`src/rtl/battleship_game_ctrl_if.sv`:
```
// Player-side bus of the Battleship game controller: debounced active-low
// buttons and ship count in, board/cursor/phase state out to the renderer.
interface battleship_game_ctrl_if #(
    parameter int TIMER_W = 29
);
    logic               move_up;
    logic               move_down;
    logic               move_left;
    logic               move_right;
    logic               confirm;
    logic [2:0]         amount_of_ships;
    logic [2:0]         cursor_i;
    logic [2:0]         cursor_j;
    logic [2:0]         phase;
    logic [2:0]         ships_placed;
    logic [24:0]        player_ships;
    logic [24:0]        player_shots;
    logic [24:0]        cpu_shots;
    logic               hit_pulse;
    logic               miss_pulse;
    logic               err_pulse;
    logic [TIMER_W-1:0] turn_timer;

    modport master (
        output move_up, move_down, move_left, move_right, confirm, amount_of_ships,
        input  cursor_i, cursor_j, phase, ships_placed, player_ships, player_shots,
        input  cpu_shots, hit_pulse, miss_pulse, err_pulse, turn_timer
    );

    modport slave (
        input  move_up, move_down, move_left, move_right, confirm, amount_of_ships,
        output cursor_i, cursor_j, phase, ships_placed, player_ships, player_shots,
        output cpu_shots, hit_pulse, miss_pulse, err_pulse, turn_timer
    );
endinterface

```
`src/rtl/battleship_game_ctrl.sv`:
```
// Game-phase controller for a 5x5 Battleship board: cursor, player and CPU
// ship placement, turn alternation with a player turn timeout, win/lose.
// Every output is a flop; next-state logic lives in one always_comb.
module battleship_game_ctrl #(
    parameter int         TURN_CYCLES = 500_000_000,
    parameter int         TIMER_W     = 29,
    parameter logic [4:0] LFSR_SEED   = 5'b10101
) (
    input  logic                  clk,
    input  logic                  rst,
    battleship_game_ctrl_if.slave bus
);

    typedef enum logic [2:0] {
        PH_PLACE     = 3'd0,
        PH_CPU_PLACE = 3'd1,
        PH_PLAYER    = 3'd2,
        PH_CPU       = 3'd3,
        PH_WIN       = 3'd4,
        PH_LOSE      = 3'd5
    } phase_e;

    // An all-zero LFSR would lock up, so a zero seed is replaced by 1.
    localparam logic [4:0]         SEED_EFF   = (LFSR_SEED == 5'b00000) ? 5'b00001 : LFSR_SEED;
    localparam logic [TIMER_W-1:0] TIMER_LOAD = TIMER_W'(TURN_CYCLES - 1);
    localparam logic [4:0]         NUM_CELLS  = 5'd25;

    function automatic logic [4:0] cell_idx(input logic [2:0] i, input logic [2:0] j);
        logic [4:0] ii;
        ii = {2'b00, i};
        return (ii << 2) + ii + {2'b00, j};
    endfunction

    // Lowest-numbered cell whose bit is still clear (target of an auto-fire).
    function automatic logic [4:0] lowest_clear(input logic [24:0] m);
        logic [4:0] r;
        r = 5'd0;
        for (int k = 24; k >= 0; k--) begin
            if (!m[k]) begin
                r = 5'(k);
            end else begin
                r = r;
            end
        end
        return r;
    endfunction

    function automatic logic [2:0] clamp_ships(input logic [2:0] a);
        if (a == 3'd0) begin
            return 3'd1;
        end else if (a > 3'd5) begin
            return 3'd5;
        end else begin
            return a;
        end
    endfunction

    phase_e             phase_q, phase_d;
    logic [2:0]         cursor_i_q, cursor_i_d;
    logic [2:0]         cursor_j_q, cursor_j_d;
    logic [4:0]         hist_q, hist_d;
    logic [2:0]         n_q;
    logic [2:0]         ships_placed_q, ships_placed_d;
    logic [24:0]        player_ships_q, player_ships_d;
    logic [24:0]        player_shots_q, player_shots_d;
    logic [24:0]        cpu_ships_q, cpu_ships_d;
    logic [24:0]        cpu_shots_q, cpu_shots_d;
    logic [2:0]         cpu_count_q, cpu_count_d;
    logic [2:0]         player_hits_q, player_hits_d;
    logic [2:0]         cpu_hits_q, cpu_hits_d;
    logic [4:0]         lfsr_q, lfsr_d;
    logic               hit_q, hit_d;
    logic               miss_q, miss_d;
    logic               err_q, err_d;
    logic [TIMER_W-1:0] timer_q, timer_d;

    // Button order in the vectors: {up, down, left, right, confirm}.
    logic [4:0] btn_now_s;
    logic [4:0] press_s;
    logic [4:0] cur_idx_s;
    logic [4:0] cpu_cell_s;
    logic [4:0] lfsr_next_s;
    logic       fire_s;
    logic [4:0] fire_idx_s;

    assign btn_now_s   = {bus.move_up, bus.move_down, bus.move_left, bus.move_right, bus.confirm};
    assign press_s     = hist_q & ~btn_now_s;
    assign cur_idx_s   = cell_idx(cursor_i_q, cursor_j_q);
    assign cpu_cell_s  = lfsr_q - 5'd1;
    assign lfsr_next_s = {lfsr_q[3:0], lfsr_q[4] ^ lfsr_q[2]};

    // Next-state logic for cursor, game phase, board maps and pulses.
    always_comb begin
        phase_d        = phase_q;
        cursor_i_d     = cursor_i_q;
        cursor_j_d     = cursor_j_q;
        hist_d         = btn_now_s;
        ships_placed_d = ships_placed_q;
        player_ships_d = player_ships_q;
        player_shots_d = player_shots_q;
        cpu_ships_d    = cpu_ships_q;
        cpu_shots_d    = cpu_shots_q;
        cpu_count_d    = cpu_count_q;
        player_hits_d  = player_hits_q;
        cpu_hits_d     = cpu_hits_q;
        lfsr_d         = lfsr_q;
        hit_d          = 1'b0;
        miss_d         = 1'b0;
        err_d          = 1'b0;
        timer_d        = timer_q;
        fire_s         = 1'b0;
        fire_idx_s     = cur_idx_s;

        // Cursor only moves while the player is placing or aiming; only the
        // highest-priority press of the cycle is honoured.
        if ((phase_q == PH_PLACE) || (phase_q == PH_PLAYER)) begin
            if (press_s[4]) begin
                cursor_i_d = (cursor_i_q != 3'd0) ? cursor_i_q - 3'd1 : cursor_i_q;
            end else if (press_s[3]) begin
                cursor_i_d = (cursor_i_q != 3'd4) ? cursor_i_q + 3'd1 : cursor_i_q;
            end else if (press_s[2]) begin
                cursor_j_d = (cursor_j_q != 3'd0) ? cursor_j_q - 3'd1 : cursor_j_q;
            end else if (press_s[1]) begin
                cursor_j_d = (cursor_j_q != 3'd4) ? cursor_j_q + 3'd1 : cursor_j_q;
            end else begin
                cursor_i_d = cursor_i_q;
            end
        end else begin
            cursor_i_d = cursor_i_q;
        end

        case (phase_q)
            PH_PLACE: begin
                if (ships_placed_q == n_q) begin
                    phase_d = PH_CPU_PLACE;
                end else if (press_s[0]) begin
                    if (player_ships_q[cur_idx_s]) begin
                        err_d = 1'b1;
                    end else begin
                        player_ships_d[cur_idx_s] = 1'b1;
                        ships_placed_d            = ships_placed_q + 3'd1;
                    end
                end else begin
                    phase_d = PH_PLACE;
                end
            end
            PH_CPU_PLACE: begin
                lfsr_d = lfsr_next_s;
                if ((cpu_cell_s < NUM_CELLS) && !cpu_ships_q[cpu_cell_s]) begin
                    cpu_ships_d[cpu_cell_s] = 1'b1;
                    cpu_count_d             = cpu_count_q + 3'd1;
                    if ((cpu_count_q + 3'd1) == n_q) begin
                        phase_d = PH_PLAYER;
                        timer_d = TIMER_LOAD;
                    end else begin
                        phase_d = PH_CPU_PLACE;
                    end
                end else begin
                    phase_d = PH_CPU_PLACE;
                end
            end
            PH_PLAYER: begin
                // A valid manual shot beats the timeout; an invalid one during
                // timeout yields to the auto-fire so pulses never overlap.
                if (press_s[0] && !player_shots_q[cur_idx_s]) begin
                    fire_s     = 1'b1;
                    fire_idx_s = cur_idx_s;
                end else if (timer_q == {TIMER_W{1'b0}}) begin
                    fire_s     = 1'b1;
                    fire_idx_s = lowest_clear(player_shots_q);
                end else if (press_s[0]) begin
                    err_d = 1'b1;
                end else begin
                    fire_s = 1'b0;
                end

                if (fire_s) begin
                    player_shots_d[fire_idx_s] = 1'b1;
                    timer_d                    = {TIMER_W{1'b0}};
                    if (cpu_ships_q[fire_idx_s]) begin
                        hit_d         = 1'b1;
                        player_hits_d = player_hits_q + 3'd1;
                        phase_d       = ((player_hits_q + 3'd1) == n_q) ? PH_WIN : PH_CPU;
                    end else begin
                        miss_d  = 1'b1;
                        phase_d = PH_CPU;
                    end
                end else begin
                    timer_d = timer_q - {{(TIMER_W-1){1'b0}}, 1'b1};
                end
            end
            PH_CPU: begin
                lfsr_d = lfsr_next_s;
                if ((cpu_cell_s < NUM_CELLS) && !cpu_shots_q[cpu_cell_s]) begin
                    cpu_shots_d[cpu_cell_s] = 1'b1;
                    if (player_ships_q[cpu_cell_s]) begin
                        hit_d      = 1'b1;
                        cpu_hits_d = cpu_hits_q + 3'd1;
                        if ((cpu_hits_q + 3'd1) == n_q) begin
                            phase_d = PH_LOSE;
                        end else begin
                            phase_d = PH_PLAYER;
                            timer_d = TIMER_LOAD;
                        end
                    end else begin
                        miss_d  = 1'b1;
                        phase_d = PH_PLAYER;
                        timer_d = TIMER_LOAD;
                    end
                end else begin
                    phase_d = PH_CPU;
                end
            end
            PH_WIN, PH_LOSE: begin
                phase_d = phase_q;
            end
            default: begin
                phase_d = PH_PLACE;
            end
        endcase
    end

    // State register with synchronous reset; ship count captured while in reset.
    always_ff @(posedge clk) begin
        if (rst) begin
            phase_q        <= PH_PLACE;
            cursor_i_q     <= 3'd0;
            cursor_j_q     <= 3'd0;
            hist_q         <= 5'b11111;
            n_q            <= clamp_ships(bus.amount_of_ships);
            ships_placed_q <= 3'd0;
            player_ships_q <= 25'd0;
            player_shots_q <= 25'd0;
            cpu_ships_q    <= 25'd0;
            cpu_shots_q    <= 25'd0;
            cpu_count_q    <= 3'd0;
            player_hits_q  <= 3'd0;
            cpu_hits_q     <= 3'd0;
            lfsr_q         <= SEED_EFF;
            hit_q          <= 1'b0;
            miss_q         <= 1'b0;
            err_q          <= 1'b0;
            timer_q        <= {TIMER_W{1'b0}};
        end else begin
            phase_q        <= phase_d;
            cursor_i_q     <= cursor_i_d;
            cursor_j_q     <= cursor_j_d;
            hist_q         <= hist_d;
            n_q            <= n_q;
            ships_placed_q <= ships_placed_d;
            player_ships_q <= player_ships_d;
            player_shots_q <= player_shots_d;
            cpu_ships_q    <= cpu_ships_d;
            cpu_shots_q    <= cpu_shots_d;
            cpu_count_q    <= cpu_count_d;
            player_hits_q  <= player_hits_d;
            cpu_hits_q     <= cpu_hits_d;
            lfsr_q         <= lfsr_d;
            hit_q          <= hit_d;
            miss_q         <= miss_d;
            err_q          <= err_d;
            timer_q        <= timer_d;
        end
    end

    assign bus.cursor_i     = cursor_i_q;
    assign bus.cursor_j     = cursor_j_q;
    assign bus.phase        = phase_q;
    assign bus.ships_placed = ships_placed_q;
    assign bus.player_ships = player_ships_q;
    assign bus.player_shots = player_shots_q;
    assign bus.cpu_shots    = cpu_shots_q;
    assign bus.hit_pulse    = hit_q;
    assign bus.miss_pulse   = miss_q;
    assign bus.err_pulse    = err_q;
    assign bus.turn_timer   = timer_q;

endmodule
```
`src/flat_wrapper.sv`:
```
// flat-port wrapper written by rule: the top's interface ports become plain ports
module battleship_game_ctrl_flat 
#(
    parameter int         TURN_CYCLES = 500_000_000,
    parameter int         TIMER_W     = 29,
    parameter logic [4:0] LFSR_SEED   = 5'b10101
)
  (clk, rst, bus_move_up, bus_move_down, bus_move_left, bus_move_right, bus_confirm, bus_amount_of_ships, bus_cursor_i, bus_cursor_j, bus_phase, bus_ships_placed, bus_player_ships, bus_player_shots, bus_cpu_shots, bus_hit_pulse, bus_miss_pulse, bus_err_pulse, bus_turn_timer);
  battleship_game_ctrl_if #(.TIMER_W(TIMER_W)) bus_i ();
  input  logic clk;
  input  logic rst;
  input wire logic [$bits(bus_i.move_up)-1:0] bus_move_up;
  input wire logic [$bits(bus_i.move_down)-1:0] bus_move_down;
  input wire logic [$bits(bus_i.move_left)-1:0] bus_move_left;
  input wire logic [$bits(bus_i.move_right)-1:0] bus_move_right;
  input wire logic [$bits(bus_i.confirm)-1:0] bus_confirm;
  input wire logic [$bits(bus_i.amount_of_ships)-1:0] bus_amount_of_ships;
  output wire logic [$bits(bus_i.cursor_i)-1:0] bus_cursor_i;
  output wire logic [$bits(bus_i.cursor_j)-1:0] bus_cursor_j;
  output wire logic [$bits(bus_i.phase)-1:0] bus_phase;
  output wire logic [$bits(bus_i.ships_placed)-1:0] bus_ships_placed;
  output wire logic [$bits(bus_i.player_ships)-1:0] bus_player_ships;
  output wire logic [$bits(bus_i.player_shots)-1:0] bus_player_shots;
  output wire logic [$bits(bus_i.cpu_shots)-1:0] bus_cpu_shots;
  output wire logic [$bits(bus_i.hit_pulse)-1:0] bus_hit_pulse;
  output wire logic [$bits(bus_i.miss_pulse)-1:0] bus_miss_pulse;
  output wire logic [$bits(bus_i.err_pulse)-1:0] bus_err_pulse;
  output wire logic [$bits(bus_i.turn_timer)-1:0] bus_turn_timer;
  assign bus_i.move_up = bus_move_up;
  assign bus_i.move_down = bus_move_down;
  assign bus_i.move_left = bus_move_left;
  assign bus_i.move_right = bus_move_right;
  assign bus_i.confirm = bus_confirm;
  assign bus_i.amount_of_ships = bus_amount_of_ships;
  assign bus_cursor_i = bus_i.cursor_i;
  assign bus_cursor_j = bus_i.cursor_j;
  assign bus_phase = bus_i.phase;
  assign bus_ships_placed = bus_i.ships_placed;
  assign bus_player_ships = bus_i.player_ships;
  assign bus_player_shots = bus_i.player_shots;
  assign bus_cpu_shots = bus_i.cpu_shots;
  assign bus_hit_pulse = bus_i.hit_pulse;
  assign bus_miss_pulse = bus_i.miss_pulse;
  assign bus_err_pulse = bus_i.err_pulse;
  assign bus_turn_timer = bus_i.turn_timer;
  battleship_game_ctrl #(.TURN_CYCLES(TURN_CYCLES), .TIMER_W(TIMER_W), .LFSR_SEED(LFSR_SEED)) u_core (.clk(clk), .rst(rst), .bus(bus_i));
endmodule
```
`config.mk`:
```
export PLATFORM = sky130hd
export DESIGN_NAME = battleship_game_ctrl_flat
export DESIGN_NICKNAME = d
export VERILOG_FILES = /design/src/rtl/battleship_game_ctrl_if.sv /design/src/rtl/battleship_game_ctrl.sv /design/src/flat_wrapper.sv
export SDC_FILE = /design/constraint.sdc
export NUM_CORES = 1
export LEC_CHECK = 0
export BUFFER_PORTS_ARGS = -buffer_cell sky130_fd_sc_hd__clkbuf_2
export CORE_MARGIN = 2
export CORE_UTILIZATION = 50
export CTS_BUF_LIST = sky130_fd_sc_hd__clkbuf_2 sky130_fd_sc_hd__clkbuf_4 sky130_fd_sc_hd__clkbuf_8
export DETAILED_ROUTE_END_ITERATION = 16
export PLACE_DENSITY = 0.83
export SYNTH_ARGS = -nofsm -noshare
export SYNTH_HDL_FRONTEND = slang
export SYNTH_SLANG_ARGS = --single-unit
```
`constraint.sdc`:
```
create_clock -name clk -period 5.8 [get_ports clk]
set_input_delay 0.58 -clock clk [delete_from_list [all_inputs] [get_ports clk]]
set_output_delay 0.58 -clock clk [all_outputs]
set_load 0.005 [all_outputs]
```
==> summary.md <==
| Metric | Value |
|---|---|
| Die ar. | `19,100 sq um` |
| Antenna Nets Post-Route | `0` |
| Crit path kind | `flip-flop to flip-flop` |
| Cell Rows | `49` |
| Initial core utilization | `50.5%` |
| I/O pin total | `129` |
| Peak supply drop | `0.000246 V` |
| Reg2Reg Setup Slack | `490 ps` |
| #FFs+latches synth | `166` |
| Reg2reg end | `u_core.bus.phase[1]$_SDFFE_PP0P_` |
| First-pass GRT wire length | `41.0 mm` |
| Power, Total | `3.61 mW` |
| Switching Share | `42.5%` |
| Final worst-path cycle share | `91.6%` |
| Endpoints failing hold | `0` |
| Met2 wire length | `11.5 mm` |
| Crit path buf inv count | `1` |
| Worst path max stage delay | `990 ps` |
| Top FF cell, synth | `dfxtp_1` |
| CP startpoint | `u_core.bus.cursor_i[2]$_SDFFE_PP0P_` |
| CP max stage cell | `fa_1` |
| TritonCTS clock tree | `yes` |
| Synthesized netlist cell count | `1,088` |
| GR Overflow Total | `0` |
| Clock power share | `22.2%` |
| Die height | `138 um` |
| Critical path data required time | `6180 ps` |
| Setup Skew | `14.7 ps` |
| Post-Synthesis Cell Area | `8980 sq um` |
| Final nets | `1,217` |
| RSZ-0062 raised after global routing | `no` |
| Origin of the critical flop-to-flop path | `u_core.bus.cursor_i[2]$_SDFFE_PP0P_` |
| ANT cells | `0` |
| Finished Cell Area | `10,100 sq um` |
| TritonCTS buffer count | `17` |
| Worst-Skew Late Latency | `480 ps` |
| CP endpoint kind | `flip-flop` |
| Worst-path fanout max | `19` |
| First-pass iteration count of the detailed router | `5` |
| Area Overhead vs Synth | `13.0%` |
| Met3 routed WL | `1.90 mm` |
| Vias | `8,670` |
| Crit. path cell count | `14` |
| WL final | `25.6 mm` |
| Top layer in use | `met4` |
| DRC viols | `0` |
| Number of synthesized flops with an enable pin | `3` |
| PwrDens | `356 nW/um^2` |
| IO Port Bufs | `128` |
| Top Family by Delay on Critical Path | `adder cells` |
| Max Cap Violations | `0` |
| CTS resizes | `0` |
| WP data arrival | `5690 ps` |
| Crit-path cells | `fa_1 -> inv_1 -> fa_1 -> mux4_2 -> mux2_2 -> nand3_1 -> and3_1 -> a21boi_2 -> mux2_2 -> nor4_1 -> a32oi_1 -> nand4_2 -> o21ai_1 -> a2111oi_2` |
| Net Sw Power | `1.54 mW` |
| M1 wire length | `11.4 mm` |
| Comb power frac | `41.6%` |
| Post-CTS setup buffer count | `0` |
| Shortest period the worst path allows | `5310 ps` |
| DP Wirelength | `18.2 mm` |
| Drt first-iter violations | `940` |
| Post-Place Cell Area | `9780 sq um` |
| Share of cells above drive strength 1 | `19.5%` |
| Sink Count | `166` |
| Worst hold slack | `304 ps` |
| Root Driver | `clkbuf_8` |
| Largest net degree at the start of global routing | `98` |
| Worst Max-Slew Pin Slew | `1140 ps` |
| Post-synth ARST share | `0%` |
| Worst-path clk slew | `90 ps` |
| CP startpoint kind | `flip-flop` |
| Sequential share of the synthesized area | `37.3%` |
| Clock Path Buffers | `2` |
| Post-route setup TNS | `0 ps` |
| Leak pwr | `4.00 nW` |
| GP Congestion | `0.960` |
| Final setup fails | `0` |
| Antenna violations before repair | `0` |
| H-tree depth | `4` |
| Syn Area/Cell | `8.25 sq um` |
| Core Area | `17,800 sq um` |
| Sequential group share of total power | `36.2%` |
| Drt wl/cell | `17.9 um` |
| Yosys warns | `0` |
| Cts hold-fix bufs | `0` |
| Final Max Tran Viols | `0` |
| Rel. slew slack | `23.6%` |
| Int Pwr | `2.08 mW` |
| Fillers | `1,603` |
| Status | `finished, final reports clean` |
| Min-Delay Path Class | `input port to flip-flop` |
| R2R cell count | `14` |
| Fmax | `0.188 GHz` |
| GRT Overall Usage | `26.1%` |
| Die W | `138 um` |
| Vias in the first global route | `7,951` |
| Multi-input gate area | `5210 sq um` |
| Vias/cell | `6.06` |
| Critical Path Sink | `u_core.bus.phase[1]$_SDFFE_PP0P_` |
| Seq. cell area | `3350 sq um` |
| Synthesized Nets | `1,116` |
| Synth unique cells | `75` |
[logic make-up after synthesis]
family,Yosys count,share of synthesized area (%)
compound gates,294,20.3
fa+ha+maj,18,2.84
xor+xnor,37,3.61
mux,42,9.03
buf+inv,109,4.69
simple gates,422,22.2
flops,166,37.3
[worst reg2reg max path: cells and delay by family, from the launching register on]
kind	cells	cell delay, ps
AOI/OAI and AO/OA	4	880
adders and majority gates	2	1540
buffers and inverters	1	70
DFF	1	420
muxes	3	1030
and+or+nand+nor	4	1270
[synthesized netlist by cell type, types with 3 or more instances]
cell type,number,area share [%]
a211o_1,5,0.49
a211oi_1,27,2.3
a21o_1,4,0.33
a21oi_1,149,8.3
a22oi_1,3,0.25
a311oi_1,3,0.29
a31oi_1,4,0.28
a41oi_1,5,0.49
and2_1,7,0.49
and3_1,5,0.35
buf_1,4,0.17
clkbuf_1,53,2.2
dfxtp_1,163,36
edfxtp_1,3,1.0
fa_1,4,0.89
ha_1,14,2.0
inv_1,50,2.1
mux2i_1,9,1.0
mux4_2,31,7.8
nand2_1,65,2.7
nand2b_1,12,0.84
nand3_1,17,0.95
nand3b_1,5,0.42
nand4_1,9,0.63
nor2_1,185,7.7
nor2b_1,15,1.0
nor3_1,41,2.3
nor3b_1,6,0.50
nor4_1,17,1.2
o2111ai_1,3,0.29
o211ai_1,7,0.59
o21a_1,4,0.33
o21ai_0,32,1.8
o21ai_1,7,0.39
o21bai_1,4,0.33
o22ai_1,4,0.28
o31ai_1,4,0.33
or2_2,11,0.77
or3_1,16,1.1
xnor2_1,24,2.3
xor2_1,13,1.3
[placed cells by master (no fill, tap or decap), types with 4 or more instances in the layout]
master / synthesis / routed
nand2_1: 65 / 65
clkbuf_8: 0 / 20
a21o_1: 4 / 4
clkbuf_2: 0 / 127
fa_1: 4 / 4
dfxtp_1: 163 / 163
nand3_1: 17 / 17
mux2i_1: 9 / 9
o21ai_0: 32 / 32
ha_1: 14 / 14
and2_1: 7 / 7
nor2b_1: 15 / 15
a211oi_1: 27 / 27
o22ai_1: 4 / 4
nor2_1: 185 / 185
or3_1: 16 / 16
buf_4: 0 / 14
inv_1: 50 / 50
and3_1: 5 / 5
a31oi_1: 4 / 4
clkinvlp_4: 0 / 4
o21ai_1: 7 / 7
nor3b_1: 6 / 6
nor3_1: 41 / 40
nand4_1: 9 / 9
o21a_1: 4 / 4
a41oi_1: 5 / 5
nor4_1: 17 / 17
o31ai_1: 4 / 4
a21oi_1: 149 / 149
mux4_2: 31 / 31
nand3b_1: 5 / 5
o21bai_1: 4 / 4
a211o_1: 5 / 5
xor2_1: 13 / 13
nand2b_1: 12 / 12
or2_2: 11 / 11
o211ai_1: 7 / 7
xnor2_1: 24 / 24
[cell type report]
type / count / share of cell area (%)
timing repair buffer: 141 / 7.30
clock inverter: 12 / 0.912
multi-input combinational: 813 / 51.4
inverter: 50 / 1.85
tap: 229 / 2.82
sequential: 166 / 33.0
clock buffer: 20 / 2.71
[flip-flops by register name, summed over array words and instances, names as in the netlist]
register,cells
u_core.bus.hit_pulse,1
u_core.bus.turn_timer,29
u_core.cpu_hits_q,3
u_core.bus.cursor_i,3
u_core.player_hits_q,3
u_core.bus.cursor_j,3
u_core.bus.phase,3
u_core.bus.err_pulse,1
u_core.bus.ships_placed,3
u_core.hist_q,5
u_core.bus.miss_pulse,1
u_core.cpu_ships_q,25
u_core.bus.player_ships,25
u_core.cpu_count_q,3
u_core.n_q,3
u_core.bus.cpu_shots,25
u_core.lfsr_q,5
u_core.bus.player_shots,25
[worst min path at each step]
stage / start / end / slack, ps / cells past startpoint
after global placement: u_core.player_hits_q[1]$_SDFFE_PP0P_ / u_core.player_hits_q[1]$_SDFFE_PP0P_ / 470 / 2
final: bus_move_right / u_core.hist_q[1]$_SDFF_PP1_ / 300 / 2
after detailed placement: u_core.cpu_ships_q[12]$_SDFFE_PP0P_ / u_core.cpu_ships_q[12]$_SDFFE_PP0P_ / 480 / 2
after floorplan: u_core.cpu_ships_q[6]$_SDFFE_PP0P_ / u_core.cpu_ships_q[6]$_SDFFE_PP0P_ / 450 / 2
after CTS: bus_move_right / u_core.hist_q[1]$_SDFF_PP1_ / 290 / 2
after global routing: bus_move_right / u_core.hist_q[1]$_SDFF_PP1_ / 290 / 2
[power groups by stage]
stage          registers [mW]  clock network, mW  logic [mW]
6_report                 1.31              0.800        1.50
5_1_grt                  1.32              0.845        1.64
4_1_cts                  1.31              0.804        1.47
3_5_place_dp             1.33                  0        1.46
3_3_place_gp             1.33                  0        1.43
2_1_floorplan            1.31                  0        1.10
[metrics by stage]
step                worst slack [ps]  cells  util (%)
global placement                 789   1399      55.0
finish                           489   1431      57.1
global route                     145   1431      57.1
floorplan                        772   1088         -
detailed placement               609   1399      55.0
CTS                              540   1431      57.1
[layer usage]
| metal | vias up | track usage, % |
|---|---|---|
| li1 | 4090 | - |
| met4 | 0 | 9.94 |
| met3 | 57 | 5.37 |
| met1 | 4128 | 36.8 |
| met5 | - | 0 |
| met2 | 395 | 39.7 |
Note: power is estimated with default switching activity, not from simulation.
